--- src/rtl/lsu_pkg.sv ---
// Shared encodings for the load/store unit: RV32I funct3 values, FSM states,
// completion error codes and the request pre-check done at accept time.
package lsu_pkg;

   typedef enum logic [1:0] {
      S_IDLE   = 2'd0,
      S_ACCESS = 2'd1,
      S_DONE   = 2'd2
   } state_e;

   localparam logic [2:0] F3_LB  = 3'd0;
   localparam logic [2:0] F3_LH  = 3'd1;
   localparam logic [2:0] F3_LW  = 3'd2;
   localparam logic [2:0] F3_LBU = 3'd4;
   localparam logic [2:0] F3_LHU = 3'd5;
   localparam logic [2:0] F3_SB  = 3'd0;
   localparam logic [2:0] F3_SH  = 3'd1;
   localparam logic [2:0] F3_SW  = 3'd2;

   localparam logic [1:0] ERR_OK       = 2'b00;
   localparam logic [1:0] ERR_MISALIGN = 2'b01;
   localparam logic [1:0] ERR_ILLEGAL  = 2'b10;
   localparam logic [1:0] ERR_TIMEOUT  = 2'b11;

   // Illegal encodings win over misalignment.
   function automatic logic [1:0] decode_err(input logic       store,
                                             input logic [2:0] f3,
                                             input logic [1:0] addr_lo);
      logic illegal;
      logic misaligned;
      illegal    = store ? (f3 >= 3'd3) : (f3 == 3'd3 || f3 == 3'd6 || f3 == 3'd7);
      misaligned = (f3[1:0] == 2'b01 && addr_lo[0]) || (f3[1:0] == 2'b10 && addr_lo != 2'b00);
      if (illegal)
         return ERR_ILLEGAL;
      else if (misaligned)
         return ERR_MISALIGN;
      else
         return ERR_OK;
   endfunction

endpackage

--- src/rtl/lsu_align.sv ---
// Byte-lane steering for stores (replicated data + byte enables) and
// lane selection with sign/zero extension for loads.
module lsu_align
   import lsu_pkg::*;
(
   input  logic        store_i,
   input  logic [2:0]  funct3_i,
   input  logic [1:0]  addr_i,
   input  logic [31:0] wdata_i,
   input  logic [31:0] mem_rdata_i,
   output logic [31:0] wdata_o,
   output logic [3:0]  be_o,
   output logic [31:0] rdata_o
);

   logic [7:0]  lane [4];
   logic [7:0]  byte_sel;
   logic [15:0] half_sel;

   for (genvar gi = 0; gi < 4; gi++) begin : g_lane
      assign lane[gi] = mem_rdata_i[8*gi +: 8];
   end

   assign byte_sel = lane[addr_i];
   assign half_sel = addr_i[1] ? {lane[3], lane[2]} : {lane[1], lane[0]};

   // Loads use the same enables as a store of equal width.
   always_comb begin
      case (funct3_i[1:0])
         2'b00: begin
            wdata_o = {4{wdata_i[7:0]}};
            be_o    = 4'b0001 << addr_i;
         end
         2'b01: begin
            wdata_o = {2{wdata_i[15:0]}};
            be_o    = addr_i[1] ? 4'b1100 : 4'b0011;
         end
         default: begin
            wdata_o = wdata_i;
            be_o    = 4'b1111;
         end
      endcase
   end

   always_comb begin
      rdata_o = '0;
      if (!store_i) begin
         case (funct3_i)
            F3_LB:   rdata_o = {{24{byte_sel[7]}}, byte_sel};
            F3_LH:   rdata_o = {{16{half_sel[15]}}, half_sel};
            F3_LW:   rdata_o = mem_rdata_i;
            F3_LBU:  rdata_o = {24'h0, byte_sel};
            F3_LHU:  rdata_o = {16'h0, half_sel};
            default: rdata_o = '0;
         endcase
      end
   end

endmodule

--- src/rtl/lsu.sv ---
// Load/store unit: accepts one core request, runs a single memory access with
// a bounded wait, and reports the result with a one-cycle done pulse.
module lsu
   import lsu_pkg::*;
#(
   parameter int unsigned TIMEOUT_CYCLES = 255
) (
   input  logic        clk,
   input  logic        rst_n,
   input  logic        req_valid,
   input  logic        req_store,
   input  logic [2:0]  req_funct3,
   input  logic [31:0] req_addr,
   input  logic [31:0] req_wdata,
   output logic        busy,
   output logic        done,
   output logic [31:0] rdata,
   output logic [1:0]  err,
   output logic        mem_req,
   output logic        mem_we,
   output logic [31:0] mem_addr,
   output logic [31:0] mem_wdata,
   output logic [3:0]  mem_be,
   input  logic        mem_ready,
   input  logic [31:0] mem_rdata
);

   localparam logic [8:0] TO_LIMIT = 9'(TIMEOUT_CYCLES);

   state_e      state_q, state_d;
   logic [7:0]  cnt_q, cnt_d;
   logic [8:0]  cnt_inc;
   logic        store_q, store_d;
   logic [2:0]  funct3_q, funct3_d;
   logic [31:0] addr_q, addr_d;
   logic [31:0] wdata_q, wdata_d;
   logic [1:0]  err_q, err_d;
   logic [31:0] rdata_q, rdata_d;
   logic [31:0] lane_wdata;
   logic [3:0]  lane_be;
   logic [31:0] lane_rdata;

   lsu_align u_align (
      .store_i     (store_q),
      .funct3_i    (funct3_q),
      .addr_i      (addr_q[1:0]),
      .wdata_i     (wdata_q),
      .mem_rdata_i (mem_rdata),
      .wdata_o     (lane_wdata),
      .be_o        (lane_be),
      .rdata_o     (lane_rdata)
   );

   always_ff @(posedge clk or negedge rst_n) begin
      if (!rst_n) begin
         state_q  <= S_IDLE;
         cnt_q    <= '0;
         store_q  <= 1'b0;
         funct3_q <= '0;
         addr_q   <= '0;
         wdata_q  <= '0;
         err_q    <= ERR_OK;
         rdata_q  <= '0;
      end else begin
         state_q  <= state_d;
         cnt_q    <= cnt_d;
         store_q  <= store_d;
         funct3_q <= funct3_d;
         addr_q   <= addr_d;
         wdata_q  <= wdata_d;
         err_q    <= err_d;
         rdata_q  <= rdata_d;
      end
   end

   assign cnt_inc = {1'b0, cnt_q} + 9'd1;

   always_comb begin
      state_d  = state_q;
      cnt_d    = cnt_q;
      store_d  = store_q;
      funct3_d = funct3_q;
      addr_d   = addr_q;
      wdata_d  = wdata_q;
      err_d    = err_q;
      rdata_d  = rdata_q;
      case (state_q)
         S_IDLE: begin
            if (req_valid) begin
               store_d  = req_store;
               funct3_d = req_funct3;
               addr_d   = req_addr;
               wdata_d  = req_wdata;
               cnt_d    = '0;
               rdata_d  = '0;
               err_d    = decode_err(req_store, req_funct3, req_addr[1:0]);
               state_d  = (err_d == ERR_OK) ? S_ACCESS : S_DONE;
            end
         end
         S_ACCESS: begin
            // A ready arriving on the final allowed cycle still completes.
            if (mem_ready) begin
               rdata_d = lane_rdata;
               state_d = S_DONE;
            end else if (cnt_inc == TO_LIMIT) begin
               err_d   = ERR_TIMEOUT;
               state_d = S_DONE;
            end else begin
               cnt_d = cnt_inc[7:0];
            end
         end
         S_DONE:  state_d = S_IDLE;
         default: state_d = S_IDLE;
      endcase
   end

   always_comb begin
      busy      = (state_q != S_IDLE);
      done      = (state_q == S_DONE);
      mem_req   = (state_q == S_ACCESS);
      mem_we    = mem_req & store_q;
      mem_addr  = mem_req ? {addr_q[31:2], 2'b00} : '0;
      mem_wdata = mem_req ? lane_wdata : '0;
      mem_be    = mem_req ? lane_be : '0;
      rdata     = done ? rdata_q : '0;
      err       = done ? err_q : ERR_OK;
   end

endmodule

--- config.mk ---
export PLATFORM = sky130hd
export DESIGN_NAME = lsu
export DESIGN_NICKNAME = d
export VERILOG_FILES = /design/src/rtl/lsu_pkg.sv /design/src/rtl/lsu_align.sv /design/src/rtl/lsu.sv
export SDC_FILE = /design/constraint.sdc
export NUM_CORES = 1
export LEC_CHECK = 0
export CORE_UTILIZATION = 49
export CTS_CLUSTER_SIZE = 30
export DETAILED_ROUTE_END_ITERATION = 12
export PLACE_DENSITY = 0.92
export SLEW_MARGIN = 20
export SYNTH_ARGS = -nofsm -noshare
export SYNTH_HDL_FRONTEND = slang
export SYNTH_SLANG_ARGS = --single-unit
--- constraint.sdc ---
create_clock -name clk -period 5.6 [get_ports clk]
set_input_delay 1.12 -clock clk [delete_from_list [all_inputs] [get_ports clk]]
set_output_delay 1.12 -clock clk [all_outputs]
set_load 0.01 [all_outputs]
==> metrics, run 1 <==
via count approximately 5400; Rows 39; Core Util, Final a little under three quarters; final hold violation count 0; peak supply drop about 0.18 mV; worst r2r dst rdata_q[26]$_DFFE_PN0P_; Core Region roughly 11000 um2; status finished clean; maximum clock frequency approximately 260 MHz; buffers added on ports roughly 210; GRT Overall Usage between 20% and 30%; Post-Syn Instances about 680; largest net degree at the start of global routing 76; initial antenna violation count 0; num ports 210; DRT Pass-1 Iters 8; clock sink total between 100 and 150; Static Leakage approximately 3.7 nW; first-pass GRT wire length roughly 26 mm; ant diodes 0; cts bufs inserted 9; CP endpoint mem_be[2]; R2R setup slack approximately 2.9 ns; Clock Path Buffers 2; crit path kind flop to output port; GRT overflow 0; number of routed nets with antenna violations 0; Tightest Pin Transition ~1.0 ns; Die Y 110.2 um; CTS H-tree depth 3; setup TNS 0 ns; Placer Congestion approximately 0.85; Max Transition Viols Final 0; DR vias/cell between 5 and 6; Seq/Total Area, Yosys 48.87%; Initial Utilization roughly half; DP Wirelength between 10 and 15 mm; nets between 900 and 1000; crit end category output port; Root Driver clkbuf_16; Hold/Removal Path Class flop to flop; layout cell share with drive strength beyond 1 around 4.1%; Die X between 100 and 150 um; WHS Path Cells 2; DRT iter0 DRCs around 350; CTS tree done; overall routed net length approximately 16 mm; DR WL/cell 16.14 um; final setup fails 0; Layout fillers roughly 860; required time of the critical path ~4.5 ns; hold_ws approximately 0.47 ns; vias in the first global route approximately 5100; Skew-Pair Late Insertion Delay approximately 0.34 ns; max-cap viol count 0; Remaining DRCs 0; Setup Buffers After CTS 0; CP startpoint kind flop; CTS resizes 0; PnR Total Power between 2 and 3 mW; r2r startpoint state_q[0]$_DFFE_PN0P_; Tcrit/Tclk final 69.34%; WP data arrival around 2.8 ns; Setup Skew 0.006134 ns; placed cell area 7840 um2; CTS clk-pin slew, worst paths 0.07 ns; RSZ-0062 raised after global routing false; Cell Area, Synth between 5000 and 6000 um2; relative slew slack 32.38%; final instance area a little over 8000 um2; die area approximately 12000 um2; post-synthesis cell type count 44; Post-CTS Hold Fix Bufs 0; Yosys warnings 0; Avg Synthesized Cell Area between 8 and 9 um2; register bit total from synthesis roughly 110; Layout area overhead 41.49%; CP Max Fanout 15; worst r2r path cells 5; P per Cell Area 315.5 nW/um2; worst setup path startpoint funct3_q[0]$_DFFE_PN0P_; clock period minus worst slack just under 4 ns
[critical path: stages, from the launching register on]
cell and delay (ns):
dfrtp_1 0.62, nor2_1 0.75, and2_1 0.47, nor3_1 0.09, clkdlybuf4s50_1 0.50
[layer usage]
metal	part of all wire (%)	wire length [um]	track usage (%)
met1	41	6656	36.02
met2	49	7879	47.14
met3	9.2	1498	5.996
met4	1.1	185	7.613
met5	0	0	0
[cell usage in the layout (no fill, tap or decap), types with 2 or more instances in the layout]
| cell | Yosys | layout |
|---|---|---|
| mux2_2 | 7 | 7 |
| clkbuf_8 | 0 | 2 |
| nor2b_1 | 2 | 2 |
| a222oi_1 | 8 | 8 |
| a211o_1 | 2 | 2 |
| clkbuf_1 | 33 | 2 |
| and2_1 | 76 | 75 |
| a221o_1 | 16 | 16 |
| buf_4 | 3 | 7 |
| nor2_1 | 42 | 42 |
| mux2i_1 | 20 | 20 |
| nor3_1 | 3 | 3 |
| a21oi_1 | 22 | 22 |
| o21ai_0 | 30 | 30 |
| nand2b_1 | 2 | 2 |
| nand4_1 | 3 | 3 |
| conb_1 | 1 | 2 |
| a221oi_1 | 8 | 8 |
| nand3_1 | 3 | 3 |
| nand2_1 | 247 | 246 |
| clkdlybuf4s50_1 | 0 | 206 |
| a31oi_1 | 2 | 2 |
| inv_1 | 6 | 5 |
| clkinvlp_4 | 0 | 2 |
| o22ai_1 | 2 | 2 |
| dfrtp_1 | 112 | 112 |
| ha_1 | 2 | 2 |
| or2_2 | 1 | 2 |
| clkbuf_16 | 0 | 9 |
[logic make-up after synthesis]
logic type / share of synthesized area [%]
AND/OR/NAND/NOR: 29.89
flip-flops: 48.87
AO/OA/AOI/OAI: 11.37
buffers and inverters: 3.817
multiplexers: 5.257
adder cells (fa/ha/maj): 0.4362
XOR/XNOR: 0.3055
other: 0.06538
[report_power, final]
group / switching, mW / internal [mW] / total (mW) / leakage, nW
Sequential: 0.144 / 0.980 / 1.12 / 1.44
Combinational: 0.450 / 0.380 / 0.830 / 2.11
Clock: 0.282 / 0.325 / 0.606 / 0.128
[how the worst min path moves through the flow]
stage | end | startpoint
after detailed placement | addr_q[7]$_DFFE_PN0P_ | addr_q[7]$_DFFE_PN0P_
final | addr_q[27]$_DFFE_PN0P_ | addr_q[27]$_DFFE_PN0P_
after global placement | addr_q[15]$_DFFE_PN0P_ | addr_q[15]$_DFFE_PN0P_
after CTS | addr_q[27]$_DFFE_PN0P_ | addr_q[27]$_DFFE_PN0P_
after floorplan | addr_q[10]$_DFFE_PN0P_ | addr_q[10]$_DFFE_PN0P_
after global routing | addr_q[27]$_DFFE_PN0P_ | addr_q[27]$_DFFE_PN0P_
[state kept, by name, summed over array words and instances (netlist names)]
register and count:
addr_q 32, cnt_q 8, err_q 2, funct3_q 3, rdata_q 32, state_q 2
store_q 1, wdata_q 32
[Yosys cell counts (all sizes together)]
| cell type | n | area (um2) |
|---|---|---|
| and3 | 1 | 6.260 |
| mux4 | 1 | 22.52 |
| xnor2 | 1 | 8.760 |
| nor2b | 2 | 12.51 |
| nand4 | 3 | 18.77 |
| or3 | 1 | 6.260 |
| a2bb2oi | 1 | 8.760 |
| o21ai | 30 | 150.1 |
| conb | 1 | 3.750 |
| dfrtp | 112 | 2803 |
| inv | 6 | 22.52 |
| ha | 2 | 25.02 |
| or4b | 1 | 13.76 |
| nand2 | 247 | 927.1 |
| clkbuf | 33 | 123.9 |
| nor2 | 43 | 163.9 |
| a211o | 2 | 17.52 |
| or2 | 2 | 12.52 |
| a222oi | 8 | 80.08 |
| o22ai | 2 | 12.51 |
| mux2i | 20 | 200.2 |
| nor4 | 2 | 27.53 |
| nand3 | 3 | 15.01 |
| a211oi | 1 | 7.510 |
| or2b | 1 | 7.510 |
| a21o | 1 | 7.510 |
| a221o | 16 | 160.2 |
| a221oi | 8 | 70.07 |
| xor2 | 1 | 8.760 |
| and2 | 76 | 475.5 |
| o21a | 1 | 7.510 |
| buf | 12 | 72.56 |
| o31ai | 1 | 7.510 |
| nor3 | 3 | 15.01 |
| a31oi | 2 | 12.51 |
| nand2b | 2 | 12.51 |
| mux2 | 7 | 78.83 |
| a21oi | 22 | 110.1 |
[stage by stage]
step / setup WS, ns / std cells
3_5_place_dp: 1.545 / 990
5_1_grt: 1.559 / 1005
3_3_place_gp: 1.669 / 990
4_1_cts: 1.723 / 1005
2_1_floorplan: 2.881 / 679
6_report: 1.717 / 1005
[cell type report]
class / count / area, um2 / area share, %
Clock inverter: 2 / 15.01 / 0.1850
Multi-Input combinational cell: 516 / 2721 / 33.53
Clock buffer: 13 / 260.3 / 3.207
Inverter: 6 / 22.52 / 0.2775
Sequential cell: 112 / 2803 / 34.54
Timing Repair Buffer: 213 / 2115 / 26.06
Tap cell: 143 / 178.9 / 2.205
Note: power is estimated with default switching activity, not from simulation.
==> run 2: changes to the inputs <==
--- a/config.mk
+++ b/config.mk
@@ -5,10 +5,10 @@
 export SDC_FILE = /design/constraint.sdc
 export NUM_CORES = 1
 export LEC_CHECK = 0
-export CORE_UTILIZATION = 49
+export CORE_UTILIZATION = 41
 export CTS_CLUSTER_SIZE = 30
 export DETAILED_ROUTE_END_ITERATION = 12
-export PLACE_DENSITY = 0.92
+export PLACE_DENSITY = 0.83
 export SLEW_MARGIN = 20
 export SYNTH_ARGS = -nofsm -noshare
 export SYNTH_HDL_FRONTEND = slang
==> constraint.sdc (replaced) <==
create_clock -name clk -period 3.5 [get_ports clk]
set_input_delay 0.7 -clock clk [delete_from_list [all_inputs] [get_ports clk]]
set_output_delay 0.7 -clock clk [all_outputs]
set_load 0.01 [all_outputs]
==> run 2 against run 1 <==
Core utilization decreased by 9.8 points. Sequential share of layout area decreased by 0.53 points. Global-route usage decreased by 3.9 points. Sequential cell count unchanged. First-iteration DRC count increased by 15%. Wire length increased by 3.5%. Combinational power increased by 67%. Clock power increased by 68%. Via count decreased by 0.78%. Die area increased by 19%. Sequential power increased by 59%.
==> metrics, run 2 (same netlist as run 1, synthesis figures left out) <==
Static Leakage 3.753 nW (+1.8%); CTS H-tree depth 3 (unchanged); max-cap viol count 0 (unchanged); relative slew slack 42.66% (+10 points); initial antenna violation count 0 (unchanged); WP buf/inv 3 (+2); final hold violation count 0 (unchanged); Setup Skew 0.006472 ns (+0.0003374 ns); pre-CTS setup slack 0.4650 ns (-1.080 ns); CP Max Fanout 42 (+27); post-route setup slack 0.5308 ns (-1.186 ns); Hold/Removal Path Class input pin to asynchronous set/reset pin; required time of the critical path 2.80 ns (-1.68 ns); WP data arrival 2.27 ns (-0.49 ns); nets 972 (+0.83%); Initial Utilization 42.63% (-7.6 points); Skew-Pair Late Insertion Delay 0.35 ns (about the same); GRT overflow 0 (unchanged); final setup fails 0 (unchanged); Max Transition Viols Final 0 (unchanged); GRT Overall Usage 23.90% (-3.9 points); layout cell share with drive strength beyond 1 4.943% (+0.88 points); DP Wirelength 11.92 mm (+5.2%); clock period minus worst slack 2.969 ns; number of routed nets with antenna violations 0 (unchanged); crit end category output port; Setup Buffers After CTS 0 (unchanged); CTS tree done; largest net degree at the start of global routing 62 (-18%); DRT Pass-1 Iters 7 (-1); DRT iter0 DRCs 398 (+15%); Clock Path Buffers 2 (unchanged); maximum clock frequency around 340 MHz; RSZ-0062 raised after global routing false; CTS resizes 0 (unchanged); CTS clk-pin slew, worst paths 0.07 ns (about the same); Layout fillers 1149 (+34%); Tightest Pin Transition 0.8528 ns (-0.1552 ns); overall routed net length 16.78 mm (+3.5%); most common cell after layout, fill and taps aside nand2_1; Regs by FF count addr_q (32), rdata_q (32), wdata_q (32); num ports 210 (unchanged); setup TNS 0 ns (unchanged); Rows 42 (+7.7%); CP max stage delay 0.54 ns (-0.21 ns); Tcrit/Tclk final around 85%; Post-CTS Hold Fix Bufs 0 (unchanged); first-pass GRT wire length 26.99 mm (+5.1%); buffers added on ports 207 (unchanged); Die X 120.3 um (+9.2%); DR vias/cell 5.140 (-4.7%); vias in the first global route 5230 (+3.0%); cts bufs inserted 9 (unchanged); worst path cell trace or2b_1 -> inv_1 -> buf_4 -> nand2_1 -> nor2_1 -> clkdlybuf4s50_1; commonest cells after routing, fill and taps aside nand2_1 (246), clkdlybuf4s50_1 (206), dfrtp_1 (112); via count 5376 (-0.78%); CP startpoint kind flop; ant diodes 0 (unchanged); Placer Congestion 0.8770 (+3.3%); clock sink total 112 (unchanged); Root Driver clkbuf_16; status finished clean; CP max-delay cell clkdlybuf4s50_1; peak supply drop 0.3723 mV (+100%); die area 14470 um2 (+19%); CP top delay family buffers and inverters; Core Region 13450 um2 (+18%); DR WL/cell 16.04 um (-0.60%); hold_ws 0.3792 ns (-0.08684 ns); crit path kind flop to output port; Layout area overhead 43.70%; Remaining DRCs 0 (unchanged); P per Cell Area 508.1 nW/um2 (+61%); Die Y 120.3 um (+9.2%)
run 2: per-layer routing:
metal / wire (um) / track usage (%) / vias to the layer above
li1: - / - / 2621
met2: 7814 / 39.19 / 226
met5: 0 / 0 / -
met3: 1324 / 6.085 / 20
met4: 237 / 7.716 / 0
met1: 7403 / 30.87 / 2509
run 2: cell type report:
class,count,area [um2],share of cell area [%]
sequential,112,2803,34.01
multi-input combinational,516,2721,33.02
timing repair buffer,221,2187,26.54
clock buffer,11,242.7,2.945
tap,176,220.2,2.672
clock inverter,4,45.04,0.5465
inverter,6,22.52,0.2733
run 2: report_power, final:
part / internal, mW / leakage [nW] / total (mW) / switching, mW
logic: 0.630 / 2.17 / 1.39 / 0.757
clock network: 0.568 / 0.145 / 1.02 / 0.449
registers: 1.57 / 1.44 / 1.78 / 0.215
run 2: metrics by stage:
stage	utilization, %	std cells	area [um2]	total power, mW
finish	61.26	1046	8242	4.188
CTS	61.26	1046	8242	4.215
detailed placement	59.12	1031	7954	3.187
global route	61.26	1046	8242	4.451
floorplan	-	679	5739	2.579
global placement	59.12	1031	7954	3.154
run 2: worst paths after layout:
kind | from | to | slack (ns) | cells past startpoint
worst max-delay path | state_q[0]$_DFFE_PN0P_ | mem_be[1] | 0.53 | 6
worst min-delay path | rst_n | cnt_q[3]$_DFFE_PN0P_ | 0.38 | 1
worst max register to register | state_q[0]$_DFFE_PN0P_ | rdata_q[24]$_DFFE_PN0P_ | 1.03 | 5
worst min register to register | addr_q[17]$_DFFE_PN0P_ | addr_q[17]$_DFFE_PN0P_ | 0.47 | 2
max in group asynchronous | rst_n | wdata_q[17]$_DFFE_PN0P_ | 2.36 | 2
min in group clk | addr_q[17]$_DFFE_PN0P_ | addr_q[17]$_DFFE_PN0P_ | 0.47 | 2
==> run 3: changes to the inputs <==
--- a/config.mk
+++ b/config.mk
@@ -5,10 +5,10 @@
 export SDC_FILE = /design/constraint.sdc
 export NUM_CORES = 1
 export LEC_CHECK = 0
-export CORE_UTILIZATION = 41
+export CORE_UTILIZATION = 45
 export CTS_CLUSTER_SIZE = 30
 export DETAILED_ROUTE_END_ITERATION = 12
-export PLACE_DENSITY = 0.83
+export PLACE_DENSITY = 0.86
 export SLEW_MARGIN = 20
 export SYNTH_ARGS = -nofsm -noshare
 export SYNTH_HDL_FRONTEND = slang
==> constraint.sdc (replaced) <==
create_clock -name clk -period 3 [get_ports clk]
set_input_delay 0.6 -clock clk [delete_from_list [all_inputs] [get_ports clk]]
set_output_delay 0.6 -clock clk [all_outputs]
set_load 0.01 [all_outputs]
==> run 3 against run 2 <==
Worst setup slack got worse by 0.37 ns. Sequential power increased by 17%. Clock power rose by 14%. Via count is 2.2% higher. Global-route usage up 3.5 points. Non-clock buffer count grew 2. Die area fell by 8.7%. Cell count shrank 0.48%. Critical endpoint unchanged. Largest cell class unchanged.
==> metrics, run 3 (same netlist as run 1, synthesis figures left out) <==
CP max-delay cell clkdlybuf4s50_1; CP max stage delay 0.54 ns (about the same); CTS H-tree depth 3 (unchanged); crit path kind flop to output port; layout cell share with drive strength beyond 1 5.269% (+0.33 points); DRT Pass-1 Iters 7 (unchanged); CP Max Fanout 42 (unchanged); Layout fillers 1017 (-11%); Rows 40 (-4.8%); DRT iter0 DRCs 429 (+7.8%); Die Y 114.9 um (-4.5%); Inst Count DP 1025 (-0.58%); Regs by FF count addr_q (32), rdata_q (32), wdata_q (32); commonest cells after routing, fill and taps aside nand2_1 (246), clkdlybuf4s50_1 (206), dfrtp_1 (112); placed cell area 7971 um2 (+0.22%); status finished clean; clock sink total 112 (unchanged); PnR Total Power 4.865 mW (+16%); P per Cell Area 589.3 nW/um2 (+16%); initial antenna violation count 0 (unchanged); Post-Layout Cell Count 1041 (-0.48%); Layout area overhead 43.91%; CP startpoint kind flop; DR WL/cell 16.53 um (+3.1%); storage element area 2803 um2 (unchanged); via count 5493 (+2.2%); Multi-input gate area 2721 um2 (unchanged); Setup Skew 0.005631 ns (-0.0008403 ns); Max Transition Viols Final 0 (unchanged); largest net degree at the start of global routing 52 (-16%); Core Region 12210 um2 (-9.2%); vias in the first global route 5539 (+5.9%); overall routed net length 17.21 mm (+2.6%); Setup Buffers After CTS 0 (unchanged); final setup fails 0 (unchanged); crit end category output port; CTS tree done; CTS resizes 0 (unchanged); final instance area 8254 um2 (+0.15%); setup TNS 0 ns (unchanged); maximum clock frequency approximately 350 MHz; required time of the critical path 2.40 ns (-0.40 ns); die area 13200 um2 (-8.7%); peak supply drop 0.3681 mV (-1.1%); most common cell after layout, fill and taps aside nand2_1; ant diodes 0 (unchanged); num ports 210 (unchanged); CTS clk-pin slew, worst paths 0.07 ns (about the same); Initial Utilization 46.97% (+4.3 points); Post-CTS Hold Fix Bufs 0 (unchanged); Die X 114.9 um (-4.5%); first-pass GRT wire length 27.80 mm (+3.0%); final hold violation count 0 (unchanged); r2r startpoint state_q[0]$_DFFE_PN0P_; cts bufs inserted 9 (unchanged); Static Leakage 3.763 nW (+0.26%); Skew-Pair Late Insertion Delay 0.35 ns (about the same); worst path cell trace or2b_1 -> inv_1 -> buf_4 -> nand2_1 -> nor2_1 -> clkdlybuf4s50_1; nets 974 (+0.21%); buffers added on ports 207 (unchanged); worst setup path startpoint state_q[0]$_DFFE_PN0P_; Tcrit/Tclk final 94.52%; max-cap viol count 0 (unchanged); GRT overflow 0 (unchanged); Placer Congestion 0.8379 (-4.5%); Core Util, Final 67.59% (+6.3 points); Tightest Pin Transition 0.9199 ns (+0.06714 ns); GRT Overall Usage 27.39% (+3.5 points); Clock Path Buffers 2 (unchanged); CP top delay family buffers and inverters; WP buf/inv 3 (unchanged); DR vias/cell 5.277 (+2.7%); Hold/Removal Path Class input pin to asynchronous set/reset pin; relative slew slack 38.15% (-4.5 points); clock period minus worst slack between 2 and 3 ns; WP data arrival 2.24 ns (-0.03 ns); Root Driver clkbuf_16; RSZ-0062 raised after global routing false; Remaining DRCs 0 (unchanged); number of routed nets with antenna violations 0 (unchanged); DP Wirelength 12.29 mm (+3.1%)
## run 3: report_power, final
| part | total (mW) | switching, mW | internal [mW] |
|---|---|---|---|
| Combinational | 1.61 | 0.870 | 0.744 |
| Clock | 1.16 | 0.551 | 0.610 |
| Sequential | 2.09 | 0.259 | 1.83 |
| Total | 4.86 | 1.68 | 3.18 |
## run 3: final timing paths
kind | to | slack [ns] | cells after the start
setup / recovery | mem_be[1] | 0.16 | 6
hold / removal | addr_q[10]$_DFFE_PN0P_ | 0.23 | 1
hold reg to reg | addr_q[20]$_DFFE_PN0P_ | 0.46 | 2
max in group asynchronous | wdata_q[23]$_DFFE_PN0P_ | 2.08 | 2
min in group clk | addr_q[20]$_DFFE_PN0P_ | 0.46 | 2
setup reg to reg | rdata_q[31]$_DFFE_PN0P_ | 0.72 | 6
## run 3: worst register-to-register path, delay by kind of cell (launching register included)
family                 cells  cell delay, ns
AND/OR/NAND/NOR            3            1.14
buffers and inverters      2            0.51
flip-flops                 1            0.42
AO/OA/AOI/OAI              1            0.15
## run 3: stage by stage
step	hold slack [ns]	setup slack, ns
after global routing	0.2773	0.03624
after CTS	0.2400	0.1468
after detailed placement	0.4542	0.2677
final	0.2283	0.1644
after floorplan	0.3044	0.8011
after global placement	0.4497	0.3082
## run 3: area by class of cell
type / instances / share of cell area, %
Sequential cell: 112 / 33.95
Multi-Input combinational cell: 516 / 32.97
Timing Repair Buffer: 223 / 26.83
Clock buffer: 12 / 3.107
Tap cell: 168 / 2.547
Clock inverter: 4 / 0.3183
Inverter: 6 / 0.2729
## run 3: metal layers
metal  vias to the layer above  GRT usage [%]  routed length, um
met5                         -              0                  0
met4                         0          11.43                374
met3                        25          7.116               1491
met2                       248          45.66               8266
met1                      2603          33.83               7077
li1                       2617              -                  -
